===== config.mk =====
export PLATFORM = sky130hd
export DESIGN_NAME = vector_regfile
export DESIGN_NICKNAME = d
export VERILOG_FILES = /design/src/rtl/vector_regfile.sv
export SDC_FILE = /design/constraint.sdc
export NUM_CORES = 1
export LEC_CHECK = 0
export ABC_CLOCK_PERIOD_IN_PS = 4300
export BUFFER_PORTS_ARGS = -buffer_cell sky130_fd_sc_hd__buf_2
export CORE_MARGIN = 8
export CORE_UTILIZATION = 50
export DETAILED_ROUTE_END_ITERATION = 8
export PLACE_DENSITY = 0.71
export SYNTH_ARGS = -nofsm -noshare
export SYNTH_HDL_FRONTEND = slang
export SYNTH_SLANG_ARGS = --single-unit

===== constraint.sdc =====
create_clock -name clock -period 4.3 [get_ports clock]
set_input_delay 0.43 -clock clock [delete_from_list [all_inputs] [get_ports clock]]
set_output_delay 0.43 -clock clock [all_outputs]
set_load 0.02 [all_outputs]

===== src/rtl/vector_regfile.sv =====
// Vector register file: NREGS registers of LANES x LW bits, two combinational
// read ports with write-through bypass, one masked/splatting write port, a
// per-register pending scoreboard and a multi-cycle bulk clear sequencer.
module vector_regfile #(
   parameter  int NREGS = 4,
   parameter  int LANES = 4,
   parameter  int LW    = 8,
   localparam int RW    = $clog2(NREGS),
   localparam int VW    = LANES * LW
) (
   input  logic             clock,
   input  logic             reset,
   input  logic [RW-1:0]    vreg1,
   input  logic [RW-1:0]    vreg2,
   output logic [VW-1:0]    vdata1,
   output logic [VW-1:0]    vdata2,
   input  logic [RW-1:0]    vregw,
   input  logic [VW-1:0]    vdataw,
   input  logic [LANES-1:0] vmask,
   input  logic             VRFWrite,
   input  logic             vsplat,
   input  logic [RW-1:0]    vregr,
   input  logic             VRFReserve,
   output logic             busy1,
   output logic             busy2,
   input  logic             VRFClear,
   output logic             clearing
);

   typedef enum logic {IDLE = 1'b0, CLR = 1'b1} state_t;

   state_t            state_reg, state_next;
   logic [RW-1:0]     cnt_reg, cnt_next;
   logic [VW-1:0]     regs_reg [NREGS];
   logic [NREGS-1:0]  pend_reg;

   logic [VW-1:0]     wval;
   logic [VW-1:0]     lane_en;
   logic [VW-1:0]     merged;
   logic              wr_acc;
   logic              rsv_acc;
   logic              byp_en;
   logic              hit1, hit2;

   assign clearing = (state_reg == CLR);
   assign wr_acc   = VRFWrite & ~clearing;
   assign rsv_acc  = VRFReserve & ~clearing;
   // The bypass must stay dark while reset is held so the read ports show zeros.
   assign byp_en   = wr_acc & reset;

   // Per-lane write value (optionally splatted from lane 0) and lane enables.
   genvar gi;
   generate
      for (gi = 0; gi < LANES; gi++) begin : g_lane
         assign wval[gi*LW +: LW]    = vsplat ? vdataw[LW-1:0] : vdataw[gi*LW +: LW];
         assign lane_en[gi*LW +: LW] = {LW{vmask[gi]}};
      end
   endgenerate

   assign merged = (regs_reg[vregw] & ~lane_en) | (wval & lane_en);

   assign hit1   = byp_en && (vregw == vreg1);
   assign hit2   = byp_en && (vregw == vreg2);

   // Read ports: a register being written this cycle shows the merged value.
   assign vdata1 = hit1 ? ((regs_reg[vreg1] & ~lane_en) | (wval & lane_en)) : regs_reg[vreg1];
   assign vdata2 = hit2 ? ((regs_reg[vreg2] & ~lane_en) | (wval & lane_en)) : regs_reg[vreg2];

   // A write landing this cycle releases the consumer immediately.
   assign busy1  = pend_reg[vreg1] & ~hit1;
   assign busy2  = pend_reg[vreg2] & ~hit2;

   // Clear sequencer state register.
   always_ff @(posedge clock or negedge reset) begin
      if (!reset) begin
         state_reg <= IDLE;
         cnt_reg   <= '0;
      end else begin
         state_reg <= state_next;
         cnt_reg   <= cnt_next;
      end
   end

   // Clear sequencer next state: walk cnt over every register once, then idle.
   always_comb begin
      state_next = state_reg;
      cnt_next   = cnt_reg;
      case (state_reg)
         IDLE: begin
            if (VRFClear) begin
               state_next = CLR;
               cnt_next   = '0;
            end
         end
         CLR: begin
            cnt_next = cnt_reg + 1'b1;
            if (cnt_reg == RW'(NREGS - 1)) begin
               state_next = IDLE;
            end
         end
         default: state_next = IDLE;
      endcase
   end

   // Register contents: clear sweep has priority, otherwise masked write.
   always_ff @(posedge clock or negedge reset) begin
      if (!reset) begin
         for (int i = 0; i < NREGS; i++) begin
            regs_reg[i] <= '0;
         end
      end else if (clearing) begin
         regs_reg[cnt_reg] <= '0;
      end else if (wr_acc) begin
         regs_reg[vregw] <= merged;
      end
   end

   // Pending bits: write clears, reserve sets afterwards so reserve wins a tie.
   always_ff @(posedge clock or negedge reset) begin
      if (!reset) begin
         pend_reg <= '0;
      end else if (clearing) begin
         pend_reg[cnt_reg] <= 1'b0;
      end else begin
         if (wr_acc) begin
            pend_reg[vregw] <= 1'b0;
         end
         if (rsv_acc) begin
            pend_reg[vregr] <= 1'b1;
         end
      end
   end

endmodule


==> summary.md, run 1 <==
| Metric | Value |
|---|---|
| Power Dens Cells | `504.0 mW/mm²` |
| DRC violations left | `0` |
| Total Power | `4.880 mW` |
| Cell Area, Placed | `0.009030 mm²` |
| Worst slack, placed | `1.456 ns` |
| Total detailed-routing wirelength | `26020 µm` |
| Clock slew at reported path FFs | `0.06 ns` |
| Final setup viols | `0` |
| Gates resized, CTS repair | `0` |
| GP Congestion | `0.8555` |
| Cell row count | `47` |
| Clk sinks | `135` |
| Final hold vios | `0` |
| Crit path max fanout | `25` |
| Area growth, synth to finish | `17.99%` |
| Clock Tree Buf Depth | `2` |
| Status | `finished, final reports clean` |
| Number of flops mapped to enable cells by yosys | `0` |
| Clk_lat worst skew | `0.43 ns` |
| Vias in the first global route | `6647` |
| DRT iter0 DRCs | `651` |
| Post-synth top flop | `dfrtp_1` |
| Initial antenna violation count | `2` |
| TritonCTS buffer count | `17` |
| R2r setup slk | `1.56 ns` |
| Core ar. | `0.01629 mm²` |
| Worst-Margin Slew | `0.9718 ns` |
| Slew Viols, Final | `0` |
| Unrepaired setup endpoints after global routing | `no` |
| Die W | `144.1 µm` |
| Min Tclk post-route | `3.197 ns` |
| Nets | `755` |
| Worst R2R Start | `clearing` |
| ANT nets after route | `0` |
| Routed via count | `6410` |
| Post-CTS setup buffers | `0` |
| Share of cells above drive strength 1 | `46.78%` |
| CTS tree | `done` |
| Global-route wire length before repair | `39400 µm` |
| Worst Setup Start Kind | `register` |
| DIE AREA | `0.02077 mm²` |
| Via density | `6.863` |
| WHS Path Cells | `2` |
| Arrival @ worst endpoint | `2.77 ns` |
| Post-route cell area | `0.009682 mm²` |
| Hold path start | `VRFClear` |
| Wire per inst | `27.86 µm` |
| DP Wirelength | `17360 µm` |
| Mean Syn Cell Area | `13.70 µm²` |
| Crit path from | `clearing` |
| Final WS setup | `1.103 ns` |
| Path type of the worst setup path | `reg -> out` |
| Max Cap Viol | `0` |
| Endpoint class of the critical path | `output port` |
| GRT Total Usage | `25.81%` |
| Total grt overflow | `0` |
| Fin crit share | `74.36%` |
| CTS Root Cell | `clkbuf_16` |
| # diodes | `0` |
| Synthesized Nets | `653` |
| Cell variety after synth | `43` |
| IO Port Bufs | `116` |
| Async SR Flop Fraction | `100.0%` |
| Die H | `144.1 µm` |
| R2R cell count | `3` |
| Critical Path RT | `3.87 ns` |
| VDD IR max | `330.0 µV` |
| FF+latch count, synth | `135` |
| Worst Skew | `0.01007 ns` |
| Hold Buf Count CTS | `0` |
| Hold Path Class | `in -> reg` |
| Initial Util | `50.37%` |
| Max reg flops | `128` |
| FMAX | `312.8 MHz` |
| Detailed Routing Iterations Pass 1 | `5` |
| Sequential share of the synthesized area | `41.17%` |
| Post-route insts no fill | `934` |
| Largest net degree at the start of global routing | `77` |
| Synthesized area | `0.008205 mm²` |
| Post-synthesis instance total | `599` |
| R2R Path End | `regs_reg[91]` |
| # placed instances | `902` |
| Worst Hold End | `cnt_reg[1]` |
| Setup TNS | `0 ns` |
| Yosys warns | `0` |
| # IOs | `117` |
| Leakage Power | `4.532 nW` |
| Slew margin rel. | `33.36%` |
| H-tree depth | `4` |
-- cells in the mapped netlist, drive strengths merged (10+ instances only) --
| cell | count | share of area (%) |
|---|---|---|
| a22o | 92 | 9.8 |
| a32o | 10 | 1.2 |
| and2 | 20 | 1.5 |
| buf | 24 | 1.5 |
| clkbuf | 27 | 1.2 |
| dfrtp | 135 | 41 |
| mux2 | 88 | 12 |
| mux2i | 26 | 3.3 |
| mux4 | 66 | 18 |
| nand2 | 17 | 0.78 |
| o21ai | 11 | 0.67 |
| o2bb2ai | 17 | 1.8 |
-- worst max-delay path, stage by stage (launching register included) --
cell and delay (ns):
dfrtp_1 0.69, and3b_1 0.57, nor4bb_2 0.30, buf_4 0.24
mux2_2 0.37, buf_2 0.16
-- cell type report --
class | instances | area [µm²]
inverters | 6 | 22.52
clock inverters | 13 | 219.0
clock buffers | 19 | 432.9
fillers | 1283 | 6608
multi-input cells | 407 | 4636
well taps | 220 | 275.3
flip-flops and latches | 135 | 3378
repair buffers | 134 | 718.2
-- kinds of logic after synthesis --
kind of cell / after synthesis / share of synthesized area, %
AND/OR/NAND/NOR: 70 / 5.794
flip-flops: 135 / 41.17
buffers and inverters: 57 / 3.004
adder cells (fa/ha/maj): 4 / 0.6100
AO/OA/AOI/OAI: 149 / 15.39
XOR/XNOR: 4 / 0.5186
multiplexers: 180 / 33.52
-- per-layer routing --
metal	vias to the layer above	wire, µm	track usage [%]
met4	4	692	10.74
li1	2627	-	-
met1	3375	10600	33.53
met2	347	12580	40.20
met3	57	2120	6.933
met5	-	25	0
-- report_power, final --
part / switching, mW / internal (mW) / total, mW
clock network: 0.586 / 1.04 / 1.62
logic: 0.866 / 0.660 / 1.53
registers: 0.229 / 1.50 / 1.73
-- metrics by stage --
stage | utilization [%] | hold WS (ns)
floorplan | - | 0.1344
global placement | 55.43 | 0.4834
detailed placement | 55.43 | 0.4933
CTS | 59.44 | 0.2054
global route | 59.44 | 0.2243
finish | 59.44 | 0.2097
-- worst max path at each step --
stage / to / slack (ns) / cells after the start
after detailed placement: vdata2[26] / 1.46 / 6
after global routing: vdata1[16] / 0.97 / 5
after floorplan: busy1 / 2.09 / 4
after global placement: vdata1[1] / 1.52 / 5
after CTS: vdata1[14] / 1.09 / 5
final: vdata1[14] / 1.10 / 5
-- cells in the final DEF (no fill, tap or decap), types with 3 or more instances in the layout --
master	n
bufinv_16	5
or2_2	3
nor2_1	5
mux2_2	88
a32o_1	10
clkbuf_16	17
ha_1	4
nand2_1	17
buf_4	19
nand4_2	4
clkinvlp_4	3
nand2b_1	4
o21ai_0	11
a2bb2o_1	8
mux2i_1	25
and2_1	19
a21oi_1	4
nor4bb_2	4
o2bb2ai_1	17
inv_1	6
mux4_2	66
a22o_1	92
buf_2	115
dfrtp_1	135
Note: power is estimated with default switching activity, not from simulation.
==> run 2, diff against run 1 <==
ABC_CLOCK_PERIOD_IN_PS = 2900   (was 4300)
PLACE_DENSITY = 0.74   (was 0.71)
clock period = 2.9 ns   (was 4.3 ns; I/O delays follow)
==> summary.md, run 2 (same netlist as run 1, synthesis figures left out) <==
| Metric | Value |
|---|---|
| Status | `finished, final reports clean` |
| Reg area | `0.003378 mm² (unchanged)` |
| FMAX | `364.0 MHz` |
| Worst slack, placed | `0.4651 ns (-0.9911 ns)` |
| Cell Area, Placed | `0.009198 mm² (+1.9%)` |
| DP Wirelength | `17830 µm (+2.7%)` |
| H-tree depth | `4 (unchanged)` |
| Largest net degree at the start of global routing | `80 (+3.9%)` |
| CTS Root Cell | `clkbuf_16` |
| R2r setup slk | `0.73 ns (-0.83 ns)` |
| Power Dens Cells | `723.1 mW/mm² (+43%)` |
| CP peak stage delay | `0.48 ns (-0.21 ns)` |
| Final hold vios | `0 (unchanged)` |
| Wire per inst | `27.26 µm (-2.2%)` |
| Share of cells above drive strength 1 | `47.95% (+1.2 points)` |
| DRT iter0 DRCs | `623 (-4.3%)` |
| DIE AREA | `0.02077 mm² (unchanged)` |
| WHS | `0.03941 ns (-0.1703 ns)` |
| Post-CTS setup buffers | `0 (unchanged)` |
| IO Port Bufs | `116 (unchanged)` |
| Nets | `774 (+2.5%)` |
| Flop pwr share | `35.8% (+0.3 points)` |
| Total Power | `7.076 mW (+45%)` |
| Worst Setup Start Kind | `register` |
| Die W | `144.1 µm (unchanged)` |
| ANT nets after route | `0 (unchanged)` |
| Max reg flops | `128 (unchanged)` |
| Multi-input gate area | `0.004636 mm² (unchanged)` |
| Clock Tree Buf Depth | `2 (unchanged)` |
| Leading cell types in the layout, fill and taps excluded | `135 x dfrtp_1, 115 x buf_2, 92 x a22o_1` |
| Post-route cell area | `0.009786 mm² (+1.1%)` |
| Total grt overflow | `0 (unchanged)` |
| Slew margin rel. | `28.56% (-4.8 points)` |
| Min Tclk post-route | `2.747 ns` |
| Area growth, synth to finish | `19.26%` |
| Gates resized, CTS repair | `0 (unchanged)` |
| Clk sinks | `135 (unchanged)` |
| Routed via count | `6467 (+0.89%)` |
| Via density | `6.786 (-1.1%)` |
| Clk_lat worst skew | `0.43 ns (about the same)` |
| CTS tree | `done` |
| Core Util, Final | `60.07% (+0.64 points)` |
| Post-route insts no fill | `953 (+2.0%)` |
| GP Congestion | `0.8787 (+2.7%)` |
| Initial Util | `50.37% (unchanged)` |
| Die H | `144.1 µm (unchanged)` |
| TritonCTS buffer count | `17 (unchanged)` |
| Worst Skew | `0.008732 ns (-0.001340 ns)` |
| Endpoint class of the critical path | `output port` |
| # placed instances | `921 (+2.1%)` |
| Cell row count | `47 (unchanged)` |
| Initial antenna violation count | `1 (-1)` |
| Leakage Power | `4.607 nW (+1.7%)` |
| Vias in the first global route | `6950 (+4.6%)` |
| Max Cap Viol | `0 (unchanged)` |
| DRC violations left | `0 (unchanged)` |
| Clock network power share | `30.3% (-3.0 points)` |
| Slew Viols, Final | `0 (unchanged)` |
| Commonest non-fill, non-tap cell in the layout | `dfrtp_1` |
| Path type of the worst setup path | `reg -> out` |
| Worst-Margin Slew | `1.042 ns (+0.06996 ns)` |
| Final WS setup | `0.1530 ns (-0.9496 ns)` |
| Switching share of power | `34.48% (about the same)` |
| Sw Pwr | `2.440 mW (+45%)` |
| Pint | `4.636 mW (+45%)` |
| Setup TNS | `0 ns (unchanged)` |
| Fin crit share | `94.72%` |
| Critical path's slowest cell | `and3b_1` |
| Global-route wire length before repair | `40440 µm (+2.6%)` |
| # IOs | `117 (unchanged)` |
| Core ar. | `0.01629 mm² (unchanged)` |
| Unrepaired setup endpoints after global routing | `no` |
| Critical Path RT | `2.61 ns (-1.26 ns)` |
| Hold Path Class | `in -> async` |
| Arrival @ worst endpoint | `2.46 ns (-0.31 ns)` |
| GRT Total Usage | `26.13% (+0.33 points)` |
| Hold Buf Count CTS | `0 (unchanged)` |
| Crit path max fanout | `10 (-60%)` |
| Clock slew at reported path FFs | `0.05 ns (about the same)` |
| Worst-path cell chain | `and3b_1, nor4bb_2, buf_4, mux2_2, buf_2` |
| Filler cell count | `1261 (-1.7%)` |
| Total detailed-routing wirelength | `25980 µm (-0.17%)` |
| Gate power share | `33.9% (+2.6 points)` |
| Final setup viols | `0 (unchanged)` |
| VDD IR max | `519.5 µV (+57%)` |
| Detailed Routing Iterations Pass 1 | `5 (unchanged)` |
-- run 2: changes by cell type in the layout (fill, tap and decap cells not counted), moves of 2 or more --
cell	delta
bufinv_16	-3
buf_4	+17
inv_6	-2
buf_12	+2
clkbuf_8	+4
clkinv_2	+2
-- run 2: layout make-up --
cell class | count | area share, %
Inverter | 6 | 0.2301
Multi-Input combinational cell | 407 | 47.37
Antenna cell | 1 | 0.02557
Tap cell | 220 | 2.813
Sequential cell | 135 | 34.52
Clock inverter | 7 | 0.9590
Clock buffer | 24 | 5.025
Timing Repair Buffer | 153 | 9.053
-- run 2: power by group through the flow --
stage	sequential (mW)	clock (mW)	combinational, mW
2_1_floorplan	2.44	0	1.56
3_3_place_gp	2.49	0	2.31
3_5_place_dp	2.54	0	2.36
4_1_cts	2.51	2.17	2.38
5_1_grt	2.56	2.26	2.52
6_report	2.53	2.15	2.40
-- run 2: final timing paths --
| kind | from | end | cells past startpoint |
|---|---|---|---|
| worst min register to register | regs_reg[45] | regs_reg[45] | 1 |
| worst max register to register | clearing | regs_reg[14] | 3 |
| worst min-delay path | reset | pend_reg[2] | 2 |
| worst max-delay path | clearing | vdata1[0] | 5 |
| min in group clock | VRFClear | cnt_reg[1] | 2 |
| max in group asynchronous | reset | regs_reg[51] | 3 |
-- run 2: layer usage --
metal	GRT usage, %	vias to the layer above	wire, µm
li1	-	2673	-
met1	33.65	3356	10350
met2	41.69	385	12750
met3	5.943	53	2117
met4	11.23	0	756
met5	0	-	0
-- run 2: worst max-delay path, delay by kind of cell, from the launching register on --
| family | cells | cell delay [ns] |
|---|---|---|
| buffers and inverters | 2 | 0.42 |
| DFF | 1 | 0.46 |
| muxes | 1 | 0.37 |
| and+or+nand+nor | 2 | 0.78 |
